<file path="src/rtl/parallel_serializer_pkg.sv">
// -----------------------------------------------------------------------------
// parallel_serializer_pkg
// Shared definitions for the parallel-to-serial converter:
//   - state_t      : FSM state encoding (PARITY state exists only when the
//                    PARALLEL_SERIALIZER_PARITY_EN macro is defined)
//   - WIDTH_MIN/MAX: legal range of the parallel word width
//   - width_in_range(): helper used for an elaboration-time width check
// -----------------------------------------------------------------------------
package parallel_serializer_pkg;

`ifdef PARALLEL_SERIALIZER_PARITY_EN
    typedef enum logic [1:0] {
        ST_IDLE   = 2'd0,
        ST_SHIFT  = 2'd1,
        ST_PARITY = 2'd2
    } state_t;
`else
    typedef enum logic [1:0] {
        ST_IDLE  = 2'd0,
        ST_SHIFT = 2'd1
    } state_t;
`endif

    localparam int WIDTH_MIN = 2;
    localparam int WIDTH_MAX = 32;

    function automatic bit width_in_range(input int w);
        return (w >= WIDTH_MIN) && (w <= WIDTH_MAX);
    endfunction

endpackage

</file>
<file path="src/rtl/parallel_serializer_bit_counter.sv">
// -----------------------------------------------------------------------------
// serializer_bit_counter
// Bit-position counter for the serializer. Counts 0..WIDTH-1 and saturates at
// WIDTH-1 so the index can never wrap inside a frame.
// Ports:
//   clk      in   clock (rising edge)
//   rst      in   asynchronous active-high reset, clears the count
//   clear    in   synchronous clear to 0 (has priority over enable)
//   enable   in   advance the count by one
//   count    out  current bit index, $clog2(WIDTH) bits
//   terminal out  count == WIDTH-1
// -----------------------------------------------------------------------------
module serializer_bit_counter
    import parallel_serializer_pkg::*;
#(
    parameter int WIDTH = 4
) (
    input  logic                     clk,
    input  logic                     rst,
    input  logic                     clear,
    input  logic                     enable,
    output logic [$clog2(WIDTH)-1:0] count,
    output logic                     terminal
);

    localparam int IDX_W = $clog2(WIDTH);
    localparam logic [IDX_W-1:0] LAST_IDX = IDX_W'(WIDTH - 1);

    assign terminal = (count == LAST_IDX);

    always_ff @(posedge clk or posedge rst) begin
        if (rst) begin
            count <= '0;
        end else if (clear) begin
            count <= '0;
        end else if (enable && !terminal) begin
            count <= count + 1'b1;
        end
    end

endmodule

</file>
<file path="src/rtl/parallel_serializer.sv">
// -----------------------------------------------------------------------------
// parallel_serializer
// Accepts a WIDTH-bit word on a valid/ready handshake and shifts it out one
// bit per clock, MSB or LSB first. All outputs are registered.
// Optional feature: define PARALLEL_SERIALIZER_PARITY_EN to append one even
// parity bit after the data bits (frame becomes WIDTH+1 cycles).
// Ports:
//   input_clock          in   clock, all state updates on the rising edge
//   input_reset          in   asynchronous active-high reset
//   input_data           in   parallel word, sampled only on accept
//   input_valid          in   producer offers input_data
//   output_ready         out  a word can be accepted at the next rising edge
//   output_serial        out  serial bit stream
//   output_load_shift    out  high during the first bit cycle of a frame
//   output_bit_index     out  index of the data bit currently on output_serial
//   output_busy          out  frame in progress
//   output_parity_phase  out  parity bit currently on output_serial
// -----------------------------------------------------------------------------
module parallel_serializer
    import parallel_serializer_pkg::*;
#(
    parameter int WIDTH     = 4,
    parameter int MSB_FIRST = 1
) (
    input  logic                     input_clock,
    input  logic                     input_reset,
    input  logic [WIDTH-1:0]         input_data,
    input  logic                     input_valid,
    output logic                     output_ready,
    output logic                     output_serial,
    output logic                     output_load_shift,
    output logic [$clog2(WIDTH)-1:0] output_bit_index,
    output logic                     output_busy,
    output logic                     output_parity_phase
);

    localparam int IDX_W = $clog2(WIDTH);

    generate
        if (!width_in_range(WIDTH)) begin : g_bad_width
            $error("parallel_serializer: WIDTH out of range 2..32");
        end
    endgenerate

    // The shifter always sends its top bit first; for LSB-first operation the
    // word is bit-reversed on the way in so a single shift direction serves
    // both orders.
    logic [WIDTH-1:0] ordered;

    generate
        for (genvar gi = 0; gi < WIDTH; gi++) begin : g_order
            if (MSB_FIRST != 0) begin : g_msb
                assign ordered[gi] = input_data[gi];
            end else begin : g_lsb
                assign ordered[gi] = input_data[WIDTH-1-gi];
            end
        end
    endgenerate

    state_t           state;
    logic [WIDTH-1:0] shift_reg;
    logic             ready_reg;
    logic             serial_reg;
    logic             load_reg;
    logic             busy_reg;
    logic             accept;
    logic             cnt_clear;
    logic             cnt_enable;
    logic             cnt_last;
    logic [IDX_W-1:0] cnt_value;

`ifdef PARALLEL_SERIALIZER_PARITY_EN
    logic             parity_bit;
    logic             parity_phase_reg;
    assign output_parity_phase = parity_phase_reg;
`else
    assign output_parity_phase = 1'b0;
`endif

    assign accept = input_valid & ready_reg;

    // Counter sits at 0 outside a frame; it is cleared when a new word is
    // taken and when the frame ends. With parity it holds WIDTH-1 through
    // the parity cycle.
    always_comb begin
        cnt_enable = (state == ST_SHIFT) && !cnt_last && !accept;
`ifdef PARALLEL_SERIALIZER_PARITY_EN
        cnt_clear  = accept || (state != ST_SHIFT);
`else
        cnt_clear  = accept || (state != ST_SHIFT) || cnt_last;
`endif
    end

    serializer_bit_counter #(
        .WIDTH (WIDTH)
    ) u_bit_counter (
        .clk      (input_clock),
        .rst      (input_reset),
        .clear    (cnt_clear),
        .enable   (cnt_enable),
        .count    (cnt_value),
        .terminal (cnt_last)
    );

    always_ff @(posedge input_clock or posedge input_reset) begin
        if (input_reset) begin
            state      <= ST_IDLE;
            shift_reg  <= '0;
            ready_reg  <= 1'b1;
            serial_reg <= 1'b0;
            load_reg   <= 1'b0;
            busy_reg   <= 1'b0;
`ifdef PARALLEL_SERIALIZER_PARITY_EN
            parity_bit       <= 1'b0;
            parity_phase_reg <= 1'b0;
`endif
        end else if (accept) begin
            // Taken from IDLE or from the final cycle of the previous frame.
            state      <= ST_SHIFT;
            serial_reg <= ordered[WIDTH-1];
            shift_reg  <= {ordered[WIDTH-2:0], 1'b0};
            load_reg   <= 1'b1;
            busy_reg   <= 1'b1;
            ready_reg  <= 1'b0;
`ifdef PARALLEL_SERIALIZER_PARITY_EN
            parity_bit       <= ^input_data;
            parity_phase_reg <= 1'b0;
`endif
        end else begin
            case (state)
                ST_SHIFT: begin
                    if (!cnt_last) begin
                        serial_reg <= shift_reg[WIDTH-1];
                        shift_reg  <= {shift_reg[WIDTH-2:0], 1'b0};
                        load_reg   <= 1'b0;
`ifdef PARALLEL_SERIALIZER_PARITY_EN
                        ready_reg  <= 1'b0;
`else
                        // The upcoming cycle is the last data bit.
                        ready_reg  <= (cnt_value == IDX_W'(WIDTH - 2));
`endif
                    end else begin
`ifdef PARALLEL_SERIALIZER_PARITY_EN
                        state            <= ST_PARITY;
                        serial_reg       <= parity_bit;
                        parity_phase_reg <= 1'b1;
                        load_reg         <= 1'b0;
                        ready_reg        <= 1'b1;
`else
                        state      <= ST_IDLE;
                        serial_reg <= 1'b0;
                        load_reg   <= 1'b0;
                        busy_reg   <= 1'b0;
                        ready_reg  <= 1'b1;
`endif
                    end
                end
`ifdef PARALLEL_SERIALIZER_PARITY_EN
                ST_PARITY: begin
                    state            <= ST_IDLE;
                    serial_reg       <= 1'b0;
                    load_reg         <= 1'b0;
                    busy_reg         <= 1'b0;
                    ready_reg        <= 1'b1;
                    parity_phase_reg <= 1'b0;
                end
`endif
                default: begin
                    state      <= ST_IDLE;
                    serial_reg <= 1'b0;
                    load_reg   <= 1'b0;
                    busy_reg   <= 1'b0;
                    ready_reg  <= 1'b1;
                end
            endcase
        end
    end

    assign output_ready      = ready_reg;
    assign output_serial     = serial_reg;
    assign output_load_shift = load_reg;
    assign output_busy       = busy_reg;
    assign output_bit_index  = cnt_value;

endmodule

</file>
<file path="config.mk">
export PLATFORM = sky130hd
export DESIGN_NAME = parallel_serializer
export DESIGN_NICKNAME = d
export VERILOG_FILES = /design/src/rtl/parallel_serializer_pkg.sv /design/src/rtl/parallel_serializer_bit_counter.sv /design/src/rtl/parallel_serializer.sv
export SDC_FILE = /design/constraint.sdc
export NUM_CORES = 1
export LEC_CHECK = 0
export BUFFER_PORTS_ARGS = -buffer_cell sky130_fd_sc_hd__buf_2
export CORE_AREA = 8 8 45 47
export CTS_CLUSTER_DIAMETER = 200
export CTS_CLUSTER_SIZE = 25
export DETAILED_ROUTE_END_ITERATION = 10
export DIE_AREA = 0 0 53 55
export GPL_TIMING_DRIVEN = 0
export MAX_ROUTING_LAYER = met4
export PLACE_DENSITY = 0.57
export SYNTH_ARGS = -nofsm -noshare
export SYNTH_HDL_FRONTEND = slang
export SYNTH_SLANG_ARGS = --single-unit
</file>
<file path="constraint.sdc">
create_clock -name input_clock -period 1.3 [get_ports input_clock]
set_input_delay 0.26 -clock input_clock [delete_from_list [all_inputs] [get_ports input_clock]]
set_output_delay 0.26 -clock input_clock [all_outputs]
set_load 0.01 [all_outputs]
</file>
* Word-level counts from Yosys, hierarchy flattened *
Cells that the tools add are included.

cells by class
  equal/unequal tests = 6
  multiplexer cells = 18
  bitwise operators = 1
  reduce and logical (&&, ||, !) cells = 10
  $add $sub $neg = 1

operators with widths
  operator                                                                  count
  4-bit 2-to-1 mux                                                          3
  1-bit 2-to-1 mux                                                          10
  2-bit 2-to-1 mux                                                          5
  2-bit equality test (second input constant)                               2
  2-bit nonzero test                                                        2
  1-bit logical AND                                                         3
  3-bit inequality test (second input constant)                             1
  2-bit by 1-bit adder with 2-bit output (second input constant)            1
  2-bit by 1-bit equality test with 1-bit output (second input constant)    1
  1-bit zero test                                                           2
  1-bit logical OR                                                          2
  2-bit by 1-bit inequality test with 1-bit output (second input constant)  1
  2-bit inequality test (second input constant)                             1
  2-bit AND reduction                                                       1
  1-bit AND                                                                 1

word-level totals
  input bits = 7
  register bits = 12

* Longest topological paths before layout *
  word-level depth = 7
  depth in mapped cells = 5
  gate-level depth less buffers = 5

* By module *
From an unflattened synthesis, not the netlist that was laid out.

second synthesis, totals
  cells, all modules = 42
  area total of the unflattened synthesis = 430.4 um^2

modules (own cells, without submodules)
  module                  instances  cells an instance  seq. area each (um^2)  area each (um^2)
  parallel_serializer     1          31                 176.4                  302.8
  serializer_bit_counter  1          11                 50.0                   127.6

* Worst setup path before layout *
Ideal clock, no wire load.

  path kind = input to register
  from = in u_bit_counter.count[0]
  to = reg shift_reg[3]
  setup slack = 0.096 ns
  cell stages on the path = 5
  library setup time = 0.129 ns
  required time = 1.171 ns
  arrival time = 1.075 ns
  cell sequence = dfrtp_1 ha_1 nand2b_4 mux2i_1 a21oi_1

on the way
  longest elaborated chain between the ends = 3

ends and longest elaborated chain
  element                                 line                                   source
  start: declaration                      parallel_serializer_bit_counter.sv:22  output logic [$clog2(WIDTH)-1:0] count,
  2-bit equality test                     parallel_serializer_bit_counter.sv:29  assign terminal = (count == LAST_IDX);
  2-bit inequality test (no source line)  -
  2-bit AND reduction (no source line)    -
  end signal: assignment                  parallel_serializer.sv:121             shift_reg <= {ordered[WIDTH-2:0], 1'b0};
  end signal: assignment                  parallel_serializer.sv:134             shift_reg <= {shift_reg[WIDTH-2:0], 1'b0};
  end: declaration                        parallel_serializer.sv:61              logic [WIDTH-1:0] shift_reg;

No other way between the ends.
A chain may end at the register's enable or synchronous reset.

* Worst setup path after layout *
  from = in u_bit_counter.count[1]
  to = out output_bit_index[1]

RTL lines
  element           line                       source
  end: declaration  parallel_serializer.sv:32  output logic [$clog2(WIDTH)-1:0] output_bit_index,

No word-level cell between the ends.

==> summary.txt <==
Critical path
  • Crit. End Element: primary output
  • Reg-to-Reg End: output_serial$_DFF_PP0_
  • FF-to-FF Start: u_bit_counter.count[1]$_DFFE_PP0P_
  • Worst Path Buf+Inv: 2
  • Top Family by Delay on Critical Path: flip-flops
  • Slowest Stage Delay on Critical Path: ~0.42 ns
  • Worst Path Max Fanout: 3
  • CP cell instances: buf_4, buf_2
  • Critical path endpoint: output_bit_index[1]
  • CP startpoint: u_bit_counter.count[1]$_DFFE_PP0P_
  • CP Class: flip-flop to primary output
  • Critical Path AT: about 0.96 ns
  • Critical path depth: 2
  • Required @ worst endpoint: 1.04 ns
  • Flop2flop setup slack: 0.13 ns
  • R2R cell count: 4
  • CP startpoint kind: flip-flop
  • Worst path slowest cell: dfrtp_1

Timing
  • Unrepaired setup endpoints after global routing: no
  • Post-route clock period utilization: 93.7%
  • Fin. max-slew vios: 0
  • # setup viols final: 0
  • Setup tns final: 0 ns
  • Tmin final: approximately 1.2 ns
  • Clock Skew: 0.00342 ns
  • Number of hold violations in the final report: 0
  • Fmax: slightly above 800 MHz

Logic synthesis
  • Syn Nets: 48
  • Post-synthesis sequential area ratio: a little under three fifths
  • FF+latch count, synth: 9
  • Synth warn: 0
  • Synth unique cells: 14
  • Mapped Area: between 400 and 500 µm²
  • Gate Count Post-Synth: 38
  • Avg Cell Area, Syn: 10.8 µm²

Placed design
  • I/O Buffers: 12
  • Final GP Congestion: 0.717
  • HPWL after DPL: 639 µm

Global route
  • Initial antenna violation count: 0
  • GRT Util Overall: 7.09%
  • Grt ovf: 0
  • First-pass GRT wire length: 1440 µm
  • Largest net degree at the start of global routing: 10
  • Vias in the first global route: 338

Route
  • Routed vias/inst: 4.19
  • Post-route ant nets: 0
  • Routed len/inst: 10.8 µm
  • Post-Route WL: 792 µm
  • Drt first pass iters: 4
  • DR vias: slightly above 300
  • DR iter-0 viols: 4
  • Remaining DRCs: 0

Floorplanning
  • Initial Util: between 20% and 30%
  • DIE HEIGHT: 55 µm
  • Top Ports: 14
  • Num rows: 14
  • Core area: between 0.001 and 0.0015 mm²
  • Die X: 53 µm
  • DIE AREA: 0.00292 mm²

Clock tree
  • Clk slew on worst S/H paths: about 0.060 ns
  • Number of CTS-inserted buffers: 3
  • CTS sink count: 9
  • Clk root buf: clkbuf_4
  • Worst-skew pair later-pin latency: 0.26 ns
  • Clk buf depth: 2
  • CTS H-tree depth: 1
  • CTS tree: yes

Finish
  • Multi-input gate area: 170 µm²
  • Syn-to-layout area delta: 35.1%
  • Max reg flops: 3
  • Register area: 226 µm²
  • Nets: 68
  • Fillers: 147
  • Final core occ: between 40% and 50%
  • Share of layout cells above drive strength 1: 36.8%
  • # diodes: 0

Flow run
  • Max_cap viols: 0

Power
  • Tot Pwr: 1.19 mW
  • Max VDD drop: 0.890 mV
  • Pwr Density: 2150 mW/mm²
  • Leak: 0.299 nW

Hold path
  • Min-Delay Path Class: input port to flip-flop
  • Hold Path Cell Cnt: 2

Outcome
  • Outcome: complete, no violations
-- Yosys cell counts (all sizes together) --
master,number,area [µm²]
conb,1,3.75
nor2,7,26.3
nand3b,1,7.51
dfstp,1,26.3
nand2b,1,13.8
nand2,2,7.51
ha,3,37.5
a21oi,3,15.0
mux2i,2,20.0
inv,5,18.8
o2bb2ai,2,17.5
buf,1,7.51
xor2,1,8.76
dfrtp,8,200
-- report_power, final --
part | internal [mW] | leakage, nW | switching (mW)
Sequential | 0.405 | 0.111 | 0.0862
Combinational | 0.232 | 0.173 | 0.253
Clock | 0.118 | 0.0150 | 0.0954
-- cells in the final DEF, fill, tap and decap left out --
cell type / count
dlygate4sd3_1: 1
inv_1: 5
buf_2: 12
a21oi_1: 3
ha_4: 1
dfstp_2: 1
mux2i_1: 2
xor2_1: 1
ha_1: 2
o2bb2ai_1: 2
clkbuf_4: 3
nand3b_1: 1
clkbuf_1: 1
nand2b_4: 1
conb_1: 1
nand2_1: 2
buf_4: 3
nor2_1: 7
dfrtp_1: 8
-- metal layers --
metal,vias up,routed length [µm],track usage (%)
met5,-,0,-
met4,0,0,3.88
met3,0,102,4.55
met2,13,347,10.5
met1,137,343,6.98
li1,156,-,-
-- cell families after synthesis --
| group | count (synthesis) | share of synthesized area (%) |
|---|---|---|
| AO/OA/AOI/OAI | 5 | 7.93 |
| multiplexers | 2 | 4.88 |
| buffers and inverters | 6 | 6.40 |
| flip-flops | 9 | 55.2 |
| adder cells (fa/ha/maj) | 3 | 9.15 |
| AND/OR/NAND/NOR | 11 | 13.4 |
| other | 1 | 0.914 |
| XOR/XNOR | 1 | 2.13 |
-- timing repair --
item	4_1_cts	5_1_grt
gates resized for setup	0	2
endpoints found under the hold margin	8	0
endpoints found under the setup margin	0	2
hold buffers	1	0
buffers inserted	0	2
-- how the worst min path moves through the flow --
stage | startpoint | endpoint | slack [ns]
global placement | input_reset | output_serial$_DFF_PP0_ | 0.23
finish | input_data[3] | output_serial$_DFF_PP0_ | 0.21
global route | input_data[3] | output_serial$_DFF_PP0_ | 0.21
CTS | input_data[3] | output_serial$_DFF_PP0_ | 0.20
floorplan | input_reset | output_busy$_DFFE_PP0P_ | 0.09
detailed placement | input_reset | output_serial$_DFF_PP0_ | 0.24
-- area by class of cell --
type | count | area share (%)
timing repair buffer | 15 | 15.3
clock buffer | 4 | 4.74
sequential | 9 | 40.9
inverter | 5 | 3.39
tap | 16 | 3.61
buffer | 1 | 1.35
multi-input combinational | 23 | 30.7
-- metrics by stage --
step,setup WS [ns],hold WS (ns),instances,cell area [µm²]
4_1_cts,0.0746,0.204,71,527
3_3_place_gp,0.0788,0.229,66,490
2_1_floorplan,0.0962,0.0872,38,410
5_1_grt,0.0234,0.207,73,554
6_report,0.0824,0.209,73,554
3_5_place_dp,0.0785,0.239,66,490
No activity file was read; power rests on OpenSTA's default activity.
